`config.mk`:
```
export PLATFORM = sky130hd
export DESIGN_NAME = uart_tx_frame
export DESIGN_NICKNAME = d
export VERILOG_FILES = /design/src/rtl/uart_tx_frame.sv
export SDC_FILE = /design/constraint.sdc
export NUM_CORES = 1
export LEC_CHECK = 0
export CAP_MARGIN = 5
export CORE_UTILIZATION = 57
export CTS_CLUSTER_DIAMETER = 80
export DETAILED_ROUTE_END_ITERATION = 10
export HOLD_SLACK_MARGIN = 0.1
export PLACE_DENSITY_LB_ADDON = 0.2
export SYNTH_ARGS = -nofsm -noshare
export SYNTH_HDL_FRONTEND = slang
export SYNTH_SLANG_ARGS = --single-unit
```
`constraint.sdc`:
```
create_clock -name clockIN -period 2.6 [get_ports clockIN]
set_input_delay 0.26 -clock clockIN [delete_from_list [all_inputs] [get_ports clockIN]]
set_output_delay 0.26 -clock clockIN [all_outputs]
set_load 0.005 [all_outputs]
```
`src/rtl/uart_tx_frame.sv`:
```
// uart_tx_frame
// Asynchronous serial transmitter. A word offered on the valid/ready
// handshake is sent as one frame on TxOUT:
//   start bit (low), DATA_BITS data bits LSB first, optional parity bit,
//   STOP_BITS stop bits (high).
// Every bit lasts BIT_PERIOD = CLOCK_FREQUENCY / BAUD_RATE clock cycles,
// timed by an internal down-counter, so no external baud tick is needed.
//
// Ports:
//   clockIN   - system clock, everything runs on its rising edge
//   nResetIN  - asynchronous active-low reset, abandons any frame in flight
//   DataIN    - word to send, captured only on the accept edge
//   ValidIN   - DataIN holds a word to send
//   ReadyOUT  - transmitter is idle and will take a word on the next edge
//   TxOUT     - serial line, idles high
//   DoneOUT   - single-cycle pulse on the edge a frame finishes
module uart_tx_frame #(
    parameter int CLOCK_FREQUENCY = 48_000_000,
    parameter int BAUD_RATE       = 9600,
    parameter int DATA_BITS       = 8,
    parameter int PARITY          = 0,
    parameter int STOP_BITS       = 1
) (
    input  logic                 clockIN,
    input  logic                 nResetIN,
    input  logic [DATA_BITS-1:0] DataIN,
    input  logic                 ValidIN,
    output logic                 ReadyOUT,
    output logic                 TxOUT,
    output logic                 DoneOUT
);

    localparam int BIT_PERIOD  = CLOCK_FREQUENCY / BAUD_RATE;
    localparam int COUNT_WIDTH = (BIT_PERIOD < 2) ? 1 : $clog2(BIT_PERIOD);
    localparam int INDEX_WIDTH = $clog2(DATA_BITS);

    localparam logic [COUNT_WIDTH-1:0] COUNT_RELOAD = COUNT_WIDTH'(BIT_PERIOD - 1);
    localparam logic [INDEX_WIDTH-1:0] LAST_INDEX   = INDEX_WIDTH'(DATA_BITS - 1);

    // Reject parameter sets that cannot produce a legal frame.
    if (BIT_PERIOD < 2) begin : gBitPeriodCheck
        $error("uart_tx_frame: CLOCK_FREQUENCY/BAUD_RATE must be at least 2");
    end
    if (DATA_BITS < 5 || DATA_BITS > 9) begin : gDataBitsCheck
        $error("uart_tx_frame: DATA_BITS must be in 5..9");
    end
    if (PARITY < 0 || PARITY > 2) begin : gParityCheck
        $error("uart_tx_frame: PARITY must be 0, 1 or 2");
    end
    if (STOP_BITS < 1 || STOP_BITS > 2) begin : gStopBitsCheck
        $error("uart_tx_frame: STOP_BITS must be 1 or 2");
    end

    typedef enum logic [2:0] {
        IDLE,
        START,
        DATA,
        PARITY_BIT,
        STOP
    } stateT;

    stateT                  state,      stateNext;
    logic [COUNT_WIDTH-1:0] bitCounter, bitCounterNext;
    logic [INDEX_WIDTH-1:0] bitIndex,   bitIndexNext;
    logic [DATA_BITS-1:0]   shiftReg,   shiftRegNext;
    logic                   parityReg,  parityRegNext;
    logic                   stopIndex,  stopIndexNext;
    logic                   txReg,      txNext;
    logic                   readyReg,   readyNext;
    logic                   doneReg,    doneNext;

    // State register. Every output comes straight from a flop here, so
    // nothing on the input side can reach the outputs combinationally.
    always_ff @(posedge clockIN or negedge nResetIN) begin
        if (!nResetIN) begin
            state      <= IDLE;
            bitCounter <= '0;
            bitIndex   <= '0;
            shiftReg   <= '0;
            parityReg  <= 1'b0;
            stopIndex  <= 1'b0;
            txReg      <= 1'b1;
            readyReg   <= 1'b1;
            doneReg    <= 1'b0;
        end else begin
            state      <= stateNext;
            bitCounter <= bitCounterNext;
            bitIndex   <= bitIndexNext;
            shiftReg   <= shiftRegNext;
            parityReg  <= parityRegNext;
            stopIndex  <= stopIndexNext;
            txReg      <= txNext;
            readyReg   <= readyNext;
            doneReg    <= doneNext;
        end
    end

    // Next-state logic. The line value for the next bit is decided on the
    // same edge the bit counter wraps, so each bit occupies exactly
    // BIT_PERIOD cycles starting from the accept edge. Parity is computed
    // once from the captured word so later DataIN changes cannot affect it.
    always_comb begin
        stateNext      = state;
        bitCounterNext = bitCounter;
        bitIndexNext   = bitIndex;
        shiftRegNext   = shiftReg;
        parityRegNext  = parityReg;
        stopIndexNext  = stopIndex;
        txNext         = txReg;
        readyNext      = readyReg;
        doneNext       = 1'b0;

        if (state == IDLE) begin
            if (ValidIN && readyReg) begin
                shiftRegNext   = DataIN;
                parityRegNext  = (PARITY == 1) ? ~(^DataIN) : (^DataIN);
                txNext         = 1'b0;
                readyNext      = 1'b0;
                bitCounterNext = COUNT_RELOAD;
                stateNext      = START;
            end
        end else if (bitCounter != '0) begin
            bitCounterNext = bitCounter - 1'b1;
        end else begin
            bitCounterNext = COUNT_RELOAD;
            case (state)
                START: begin
                    txNext       = shiftReg[0];
                    shiftRegNext = shiftReg >> 1;
                    bitIndexNext = '0;
                    stateNext    = DATA;
                end
                DATA: begin
                    if (bitIndex == LAST_INDEX) begin
                        if (PARITY != 0) begin
                            txNext    = parityReg;
                            stateNext = PARITY_BIT;
                        end else begin
                            txNext        = 1'b1;
                            stopIndexNext = 1'b0;
                            stateNext     = STOP;
                        end
                    end else begin
                        txNext       = shiftReg[0];
                        shiftRegNext = shiftReg >> 1;
                        bitIndexNext = bitIndex + 1'b1;
                    end
                end
                PARITY_BIT: begin
                    txNext        = 1'b1;
                    stopIndexNext = 1'b0;
                    stateNext     = STOP;
                end
                STOP: begin
                    if (STOP_BITS == 2 && !stopIndex) begin
                        stopIndexNext = 1'b1;
                    end else begin
                        txNext    = 1'b1;
                        readyNext = 1'b1;
                        doneNext  = 1'b1;
                        stateNext = IDLE;
                    end
                end
                default: begin
                    stateNext = IDLE;
                    txNext    = 1'b1;
                    readyNext = 1'b1;
                end
            endcase
        end
    end

    assign TxOUT    = txReg;
    assign ReadyOUT = readyReg;
    assign DoneOUT  = doneReg;

endmodule
```
==> run_summary.xml, run 1 <==
<?xml version="1.0" encoding="UTF-8"?>
<metrics>
  <group name="status">
    <metric name="status" unit="">completed</metric>
  </group>
  <group name="routing">
    <metric name="detail_route.iter0.violations" unit="">45</metric>
    <metric name="remaining_drc_errors" unit="">0</metric>
    <metric name="antenna_violating_nets_left" unit="">0</metric>
    <metric name="drt-vias-per-instance" unit="">5.96</metric>
    <metric name="wire_per_inst" unit="um">14.7</metric>
    <metric name="drt_pre_antenna_iters" unit="">4</metric>
    <metric name="vias" unit="">1276</metric>
    <metric name="detail_route.wirelength" unit="um">3150</metric>
  </group>
  <group name="timing">
    <metric name="drv_slew" unit="">0</metric>
    <metric name="hold_ws" unit="ns">0.300</metric>
    <metric name="final.period_utilization" unit="%">80.6</metric>
    <metric name="achievable-frequency" unit="MHz">477</metric>
    <metric name="timing.slew.headroom" unit="%">61.9</metric>
    <metric name="finalSetupViolations" unit="">0</metric>
    <metric name="max_slew.worst_pin.slew" unit="ns">0.567</metric>
    <metric name="hold_violations" unit="">0</metric>
    <metric name="post_route_setup_tns" unit="ns">0</metric>
    <metric name="timing.clock.skew" unit="ns">0.0143</metric>
    <metric name="rsz0062_at_grt" unit="">no</metric>
    <metric name="fin_crit" unit="ns">2.10</metric>
    <metric name="final.setup.worst_slack" unit="ns">0.503</metric>
  </group>
  <group name="power">
    <metric name="power.leakage" unit="nW">0.783</metric>
    <metric name="power.density" unit="mW/mm^2">426</metric>
    <metric name="ir_drop" unit="uV">356</metric>
    <metric name="p_total" unit="mW">0.793</metric>
  </group>
  <group name="yosys">
    <metric name="synth_enable_flop_cells" unit="">0</metric>
    <metric name="synthesis.nets" unit="">183</metric>
    <metric name="synth_seq_cells" unit="">30</metric>
    <metric name="postSynthAreaPerCell" unit="sq um">9.79</metric>
    <metric name="synth_sequential_area_ratio" unit="%">45.8</metric>
    <metric name="yosysWarningCount" unit="">0</metric>
    <metric name="proportion_of_register_bits_with_asynchronous_set_or_reset_after_synthesis" unit="%">100</metric>
    <metric name="synth_cell_type_count" unit="">44</metric>
    <metric name="synth-main-ff-cell" unit="">sky130_fd_sc_hd__dfrtp_1</metric>
    <metric name="yosys.area.top_type_share" unit="%">42.6</metric>
    <metric name="post_synth_inst_count" unit="">168</metric>
    <metric name="syn_area" unit="sq mm">0.00164</metric>
    <metric name="area_contributors_post_synth" unit="">sky130_fd_sc_hd__dfrtp_1 43%, sky130_fd_sc_hd__nand2_1 7.3%, sky130_fd_sc_hd__mux2_2 4.8%</metric>
    <metric name="post_synthesis_cell_type_with_the_largest_combined_area" unit="">sky130_fd_sc_hd__dfrtp_1</metric>
  </group>
  <group name="place">
    <metric name="placer_congestion" unit="">0.783</metric>
    <metric name="postPlaceCellArea" unit="sq mm">0.00180</metric>
    <metric name="hpwl" unit="um">2190</metric>
    <metric name="total_placed_cells_including_tap_cells" unit="">206</metric>
    <metric name="detailedPlace.worstSlack" unit="ns">0.540</metric>
    <metric name="port-buffer-count" unit="">13</metric>
  </group>
  <group name="finish">
    <metric name="drive_gt1_share" unit="%">15.8</metric>
    <metric name="most-common-layout-cells" unit="">32 x sky130_fd_sc_hd__nand2_1, 28 x sky130_fd_sc_hd__dfrtp_1, 13 x sky130_fd_sc_hd__clkdlybuf4s50_1</metric>
    <metric name="utilization_after_layout" unit="%">68.1</metric>
    <metric name="layout.cells.most_common" unit="">sky130_fd_sc_hd__nand2_1</metric>
    <metric name="diodes" unit="">0</metric>
    <metric name="post-route-cell-area" unit="sq mm">0.00186</metric>
    <metric name="final_cells" unit="">214</metric>
    <metric name="fill_cells" unit="">214</metric>
    <metric name="finish.net_count" unit="">197</metric>
    <metric name="seq_area" unit="sq um">753</metric>
    <metric name="area_delta_synth_final" unit="%">13.2</metric>
    <metric name="multiInputGateArea" unit="sq um">823</metric>
  </group>
  <group name="critical_path">
    <metric name="cp.arrival" unit="ns">2.33</metric>
    <metric name="crit_path_max_fanout" unit="">13</metric>
    <metric name="slowest_delay" unit="ns">0.56</metric>
    <metric name="critical_path.endpoint_type" unit="">register</metric>
    <metric name="crit_required" unit="ns">2.83</metric>
    <metric name="class_of_the_most_critical_setup_path" unit="">reg -&gt; reg</metric>
    <metric name="worst_setup_path_start_kind" unit="">register</metric>
    <metric name="cp_slowest_cell" unit="">sky130_fd_sc_hd__dfrtp_1</metric>
    <metric name="path_cells" unit="">or3_1, nand3_2, o31ai_4, mux2_2</metric>
  </group>
  <group name="clock_tree">
    <metric name="maximum_buffer_depth_of_the_clock_tree" unit="">2</metric>
    <metric name="numCtsBuffers" unit="">5</metric>
    <metric name="post_cts_resized" unit="">0</metric>
    <metric name="postCtsSetupBuffers" unit="">0</metric>
    <metric name="h-tree-depth" unit="">2</metric>
    <metric name="cts.sink_count" unit="">30</metric>
    <metric name="clock-root-buffer" unit="">sky130_fd_sc_hd__clkbuf_4</metric>
    <metric name="cts_hold_buffers" unit="">0</metric>
    <metric name="path_clk_slew" unit="ns">0.11</metric>
    <metric name="cts_tree" unit="">built</metric>
    <metric name="insertion_delay_to_the_later_sink_of_the_worst_skew_pair" unit="ns">0.34</metric>
  </group>
  <group name="floorplan">
    <metric name="die_height" unit="um">55.7</metric>
    <metric name="die_x" unit="um">55.7</metric>
    <metric name="start_util" unit="%">60.1</metric>
    <metric name="boundaryPins" unit="">14</metric>
    <metric name="num_rows" unit="">19</metric>
    <metric name="die-area" unit="sq mm">0.00310</metric>
    <metric name="std_cell_core_area" unit="sq mm">0.00273</metric>
  </group>
  <group name="global_route">
    <metric name="globalRoute.totalOverflow" unit="">0</metric>
    <metric name="grt_start_max_net_pins" unit="">31</metric>
    <metric name="grt_antenna_before_repair" unit="">0</metric>
    <metric name="groute.usage.overall" unit="%">23.9</metric>
    <metric name="grt_pass1_vias" unit="">1297</metric>
    <metric name="grt_first_pass_wirelength" unit="um">5740</metric>
  </group>
  <group name="min_path">
    <metric name="class_of_the_worst_hold_path" unit="">in -&gt; async</metric>
  </group>
  <group name="flow_run">
    <metric name="max_cap_viol_count" unit="">0</metric>
  </group>
</metrics>
worst max-delay path: cells and delay by family, from the launching register on:
family	cells	cell delay, ns
AO/OA/AOI/OAI	1	0.39
flip-flops	1	0.56
multiplexers	1	0.39
AND/OR/NAND/NOR	2	0.64
registers in the layout, indices dropped and copies added, names as in the netlist:
signal,flops
bitIndex,3
TxOUT,1
ReadyOUT,1
state,3
shiftReg,8
bitCounter,13
DoneOUT,1
where the power goes:
group | switching, mW | internal, mW
registers | 0 | 0.466
logic | 0.0111 | 0.0142
clock network | 0.171 | 0.130
cell type report:
class | instances | area share [%]
well taps | 31 | 2.08
inverters | 8 | 1.61
clock inverters | 2 | 0.672
multi-input cells | 121 | 44.2
repair buffers | 16 | 8.20
flip-flops and latches | 30 | 40.5
clock buffers | 6 | 2.76
metal layers:
metal | vias up | share of wire (%) | GRT usage, %
li1 | 630 | - | -
met1 | 611 | 47 | 30.1
met4 | 0 | 1.1 | 10.0
met2 | 29 | 47 | 37.7
met3 | 6 | 4.4 | 7.91
met5 | - | 0 | 0
Yosys cell counts (4+ instances only):
master,number
sky130_fd_sc_hd__a21oi_1,4
sky130_fd_sc_hd__a31oi_1,6
sky130_fd_sc_hd__clkbuf_1,6
sky130_fd_sc_hd__dfrtp_1,28
sky130_fd_sc_hd__ha_1,4
sky130_fd_sc_hd__inv_1,8
sky130_fd_sc_hd__mux2_2,7
sky130_fd_sc_hd__nand2_1,32
sky130_fd_sc_hd__nand3_1,6
sky130_fd_sc_hd__nand4_1,4
sky130_fd_sc_hd__nor2_1,7
sky130_fd_sc_hd__nor3_1,7
sky130_fd_sc_hd__xor2_1,5
path summary, 6_finish.rpt:
| path | depth (start not counted) | startpoint | end | slack, ns |
|---|---|---|---|---|
| max in group asynchronous | 2 | nResetIN | TxOUT | 1.98 |
| min | 2 | nResetIN | shiftReg[1] | 0.30 |
| max reg2reg | 4 | state[2] | shiftReg[6] | 0.50 |
| min in group clockIN | 2 | ReadyOUT | ReadyOUT | 0.50 |
| min reg2reg | 2 | ReadyOUT | ReadyOUT | 0.50 |
| max | 4 | state[2] | shiftReg[6] | 0.50 |
cell families after synthesis:
family                     after synthesis  share of synthesized area [%]
and+or+nand+nor                         74                           24.7
AOI/OAI and AO/OA                       27                           12.3
adders and majority gates                4                           3.04
DFF                                     30                           45.8
buffers and inverters                   17                           4.11
xor gates and xnor gates                 5                           2.66
muxes                                   11                           7.31
(Power assumes the default switching activity.)
==> inputs of run 2 (changes only) <==
clock period = 2.2 ns   (was 2.6 ns; I/O delays follow)
==> run 2 against run 1 <==
Against the previous run:
- clock skew shrank 0.0080 ns
- die area is the same
- setup slack lost 0.30 ns
- clock-buffer cell count grew 1
- hold slack lost 0.045 ns
- global-route usage is essentially flat
- cell count grew 0.47%
- critical endpoint unchanged
- routed wire length grew 3.1%
- sequential power grew 18%
- utilization grew 0.14 points
- clock power grew 15%
==> run_summary.xml, run 2 (same netlist as run 1, synthesis figures left out) <==
<?xml version="1.0" encoding="UTF-8"?>
<metrics>
  <group name="timing">
    <metric name="post_route_setup_tns" unit="ns">0</metric>
    <metric name="drv_slew" unit="">0</metric>
    <metric name="final.period_utilization" unit="%">90.8</metric>
    <metric name="fin_crit" unit="ns">2.00</metric>
    <metric name="achievable-frequency" unit="MHz">501</metric>
    <metric name="timing.clock.skew" unit="ns">0.00628</metric>
    <metric name="rsz0062_at_grt" unit="">no</metric>
    <metric name="max_slew.worst_pin.slew" unit="ns">0.520</metric>
    <metric name="hold_violations" unit="">0</metric>
    <metric name="timing.slew.headroom" unit="%">65.0</metric>
    <metric name="finalSetupViolations" unit="">0</metric>
  </group>
  <group name="finish">
    <metric name="layout.cells.most_common" unit="">sky130_fd_sc_hd__nand2_1</metric>
    <metric name="registers.top_by_ff_count" unit="">bitCounter</metric>
    <metric name="most-common-layout-cells" unit="">32 x sky130_fd_sc_hd__nand2_1, 28 x sky130_fd_sc_hd__dfrtp_1, 13 x sky130_fd_sc_hd__clkdlybuf4s50_1</metric>
    <metric name="largest_register_ff_count" unit="">13</metric>
    <metric name="largest_registers" unit="">bitCounter x13, shiftReg x8</metric>
    <metric name="area_delta_synth_final" unit="%">13.5</metric>
    <metric name="finish.net_count" unit="">198</metric>
    <metric name="drive_gt1_share" unit="%">15.8</metric>
    <metric name="diodes" unit="">0</metric>
    <metric name="final_cells" unit="">215</metric>
  </group>
  <group name="floorplan">
    <metric name="num_rows" unit="">19</metric>
    <metric name="die_x" unit="um">55.7</metric>
    <metric name="start_util" unit="%">60.1</metric>
    <metric name="std_cell_core_area" unit="sq mm">0.00273</metric>
    <metric name="die_height" unit="um">55.7</metric>
    <metric name="boundaryPins" unit="">14</metric>
    <metric name="die-area" unit="sq mm">0.00310</metric>
  </group>
  <group name="status">
    <metric name="status" unit="">completed</metric>
  </group>
  <group name="critical_path">
    <metric name="cp.arrival" unit="ns">2.22</metric>
    <metric name="critical_path.endpoint_type" unit="">register</metric>
    <metric name="reg2reg_from" unit="">bitCounter[0]</metric>
    <metric name="reg2regPathDepth" unit="">6</metric>
    <metric name="regToRegSetupSlack" unit="ns">0.20</metric>
    <metric name="class_of_the_most_critical_setup_path" unit="">reg -&gt; reg</metric>
    <metric name="worst_setup_path_start_kind" unit="">register</metric>
    <metric name="crit_path_max_fanout" unit="">7</metric>
    <metric name="r2r-end" unit="">shiftReg[6]</metric>
    <metric name="crit_required" unit="ns">2.43</metric>
  </group>
  <group name="min_path">
    <metric name="class_of_the_worst_hold_path" unit="">in -&gt; async</metric>
  </group>
  <group name="clock_tree">
    <metric name="insertion_delay_to_the_later_sink_of_the_worst_skew_pair" unit="ns">0.33</metric>
    <metric name="h-tree-depth" unit="">2</metric>
    <metric name="postCtsSetupBuffers" unit="">0</metric>
    <metric name="maximum_buffer_depth_of_the_clock_tree" unit="">2</metric>
    <metric name="cts_hold_buffers" unit="">0</metric>
    <metric name="post_cts_resized" unit="">0</metric>
    <metric name="cts_tree" unit="">built</metric>
    <metric name="cts.sink_count" unit="">30</metric>
    <metric name="numCtsBuffers" unit="">5</metric>
    <metric name="clock-root-buffer" unit="">sky130_fd_sc_hd__clkbuf_4</metric>
    <metric name="path_clk_slew" unit="ns">0.10</metric>
  </group>
  <group name="global_route">
    <metric name="grt_first_pass_wirelength" unit="um">5660</metric>
    <metric name="grt_antenna_before_repair" unit="">0</metric>
    <metric name="globalRoute.totalOverflow" unit="">0</metric>
    <metric name="grt_start_max_net_pins" unit="">31</metric>
    <metric name="grt_pass1_vias" unit="">1311</metric>
    <metric name="groute.usage.overall" unit="%">23.8</metric>
  </group>
  <group name="flow_run">
    <metric name="max_cap_viol_count" unit="">0</metric>
  </group>
  <group name="routing">
    <metric name="antenna_violating_nets_left" unit="">0</metric>
    <metric name="detail_route.wirelength" unit="um">3250</metric>
    <metric name="drt-vias-per-instance" unit="">5.82</metric>
    <metric name="detail_route.iter0.violations" unit="">49</metric>
    <metric name="wire_per_inst" unit="um">15.1</metric>
    <metric name="drt_pre_antenna_iters" unit="">4</metric>
    <metric name="vias" unit="">1252</metric>
    <metric name="remaining_drc_errors" unit="">0</metric>
  </group>
  <group name="place">
    <metric name="port-buffer-count" unit="">13</metric>
    <metric name="placer_congestion" unit="">0.776</metric>
    <metric name="total_placed_cells_including_tap_cells" unit="">207</metric>
    <metric name="hpwl" unit="um">2250</metric>
  </group>
  <group name="power">
    <metric name="p_total" unit="mW">0.928</metric>
    <metric name="power.density" unit="mW/mm^2">497</metric>
    <metric name="power.leakage" unit="nW">0.788</metric>
    <metric name="ir_drop" unit="uV">470</metric>
  </group>
</metrics>
-- run 2: where the power goes --
part	switching, mW	leakage, nW	internal (mW)
registers	0	0.329	0.551
logic	0.0126	0.424	0.0167
clock network	0.192	0.0353	0.155
total	0.205	0.788	0.723
-- run 2: worst max-delay path by stage --
stage	start	end	cells after the start
floorplan	bitIndex[0]	shiftReg[0]	6
global placement	bitIndex[0]	shiftReg[3]	6
detailed placement	bitIndex[0]	shiftReg[6]	6
CTS	bitCounter[0]	shiftReg[6]	6
global route	bitCounter[0]	shiftReg[6]	6
finish	bitCounter[0]	shiftReg[6]	6
-- run 2: through the flow --
| step | hold WS (ns) | area (sq um) | utilization (%) | worst slack (ns) |
|---|---|---|---|---|
| after floorplan | -0.0756 | 1640 | - | 0.335 |
| after global placement | 0.469 | 1810 | 66.0 | 0.254 |
| after detailed placement | 0.496 | 1810 | 66.0 | 0.206 |
| after CTS | 0.265 | 1870 | 68.2 | 0.203 |
| after global routing | 0.309 | 1870 | 68.2 | 0.0564 |
| final | 0.255 | 1870 | 68.2 | 0.203 |
-- run 2: area by class of cell --
type	instances	area, sq um
clock buffers	7	55.1
well taps	31	38.8
fillers	221	868
inverters	8	30.0
multi-input cells	121	823
flip-flops and latches	30	753
repair buffers	17	160
clock inverters	1	5.00
-- run 2: worst max-delay path: stages, from the launching register on --
cell and delay [ns]:
sky130_fd_sc_hd__dfrtp_1 0.43, sky130_fd_sc_hd__inv_1 0.10, sky130_fd_sc_hd__ha_1 0.14, sky130_fd_sc_hd__nor3b_2 0.24, sky130_fd_sc_hd__nand2_1 0.16, sky130_fd_sc_hd__o31ai_4 0.43
sky130_fd_sc_hd__mux2_2 0.39
-- run 2: per-layer routing --
layer | track usage [%] | part of all wire, % | up-vias
met5 | 0 | 0 | -
met3 | 5.81 | 3.9 | 7
li1 | - | - | 624
met2 | 39.8 | 47 | 26
met4 | 11.8 | 1.8 | 0
met1 | 28.8 | 47 | 595
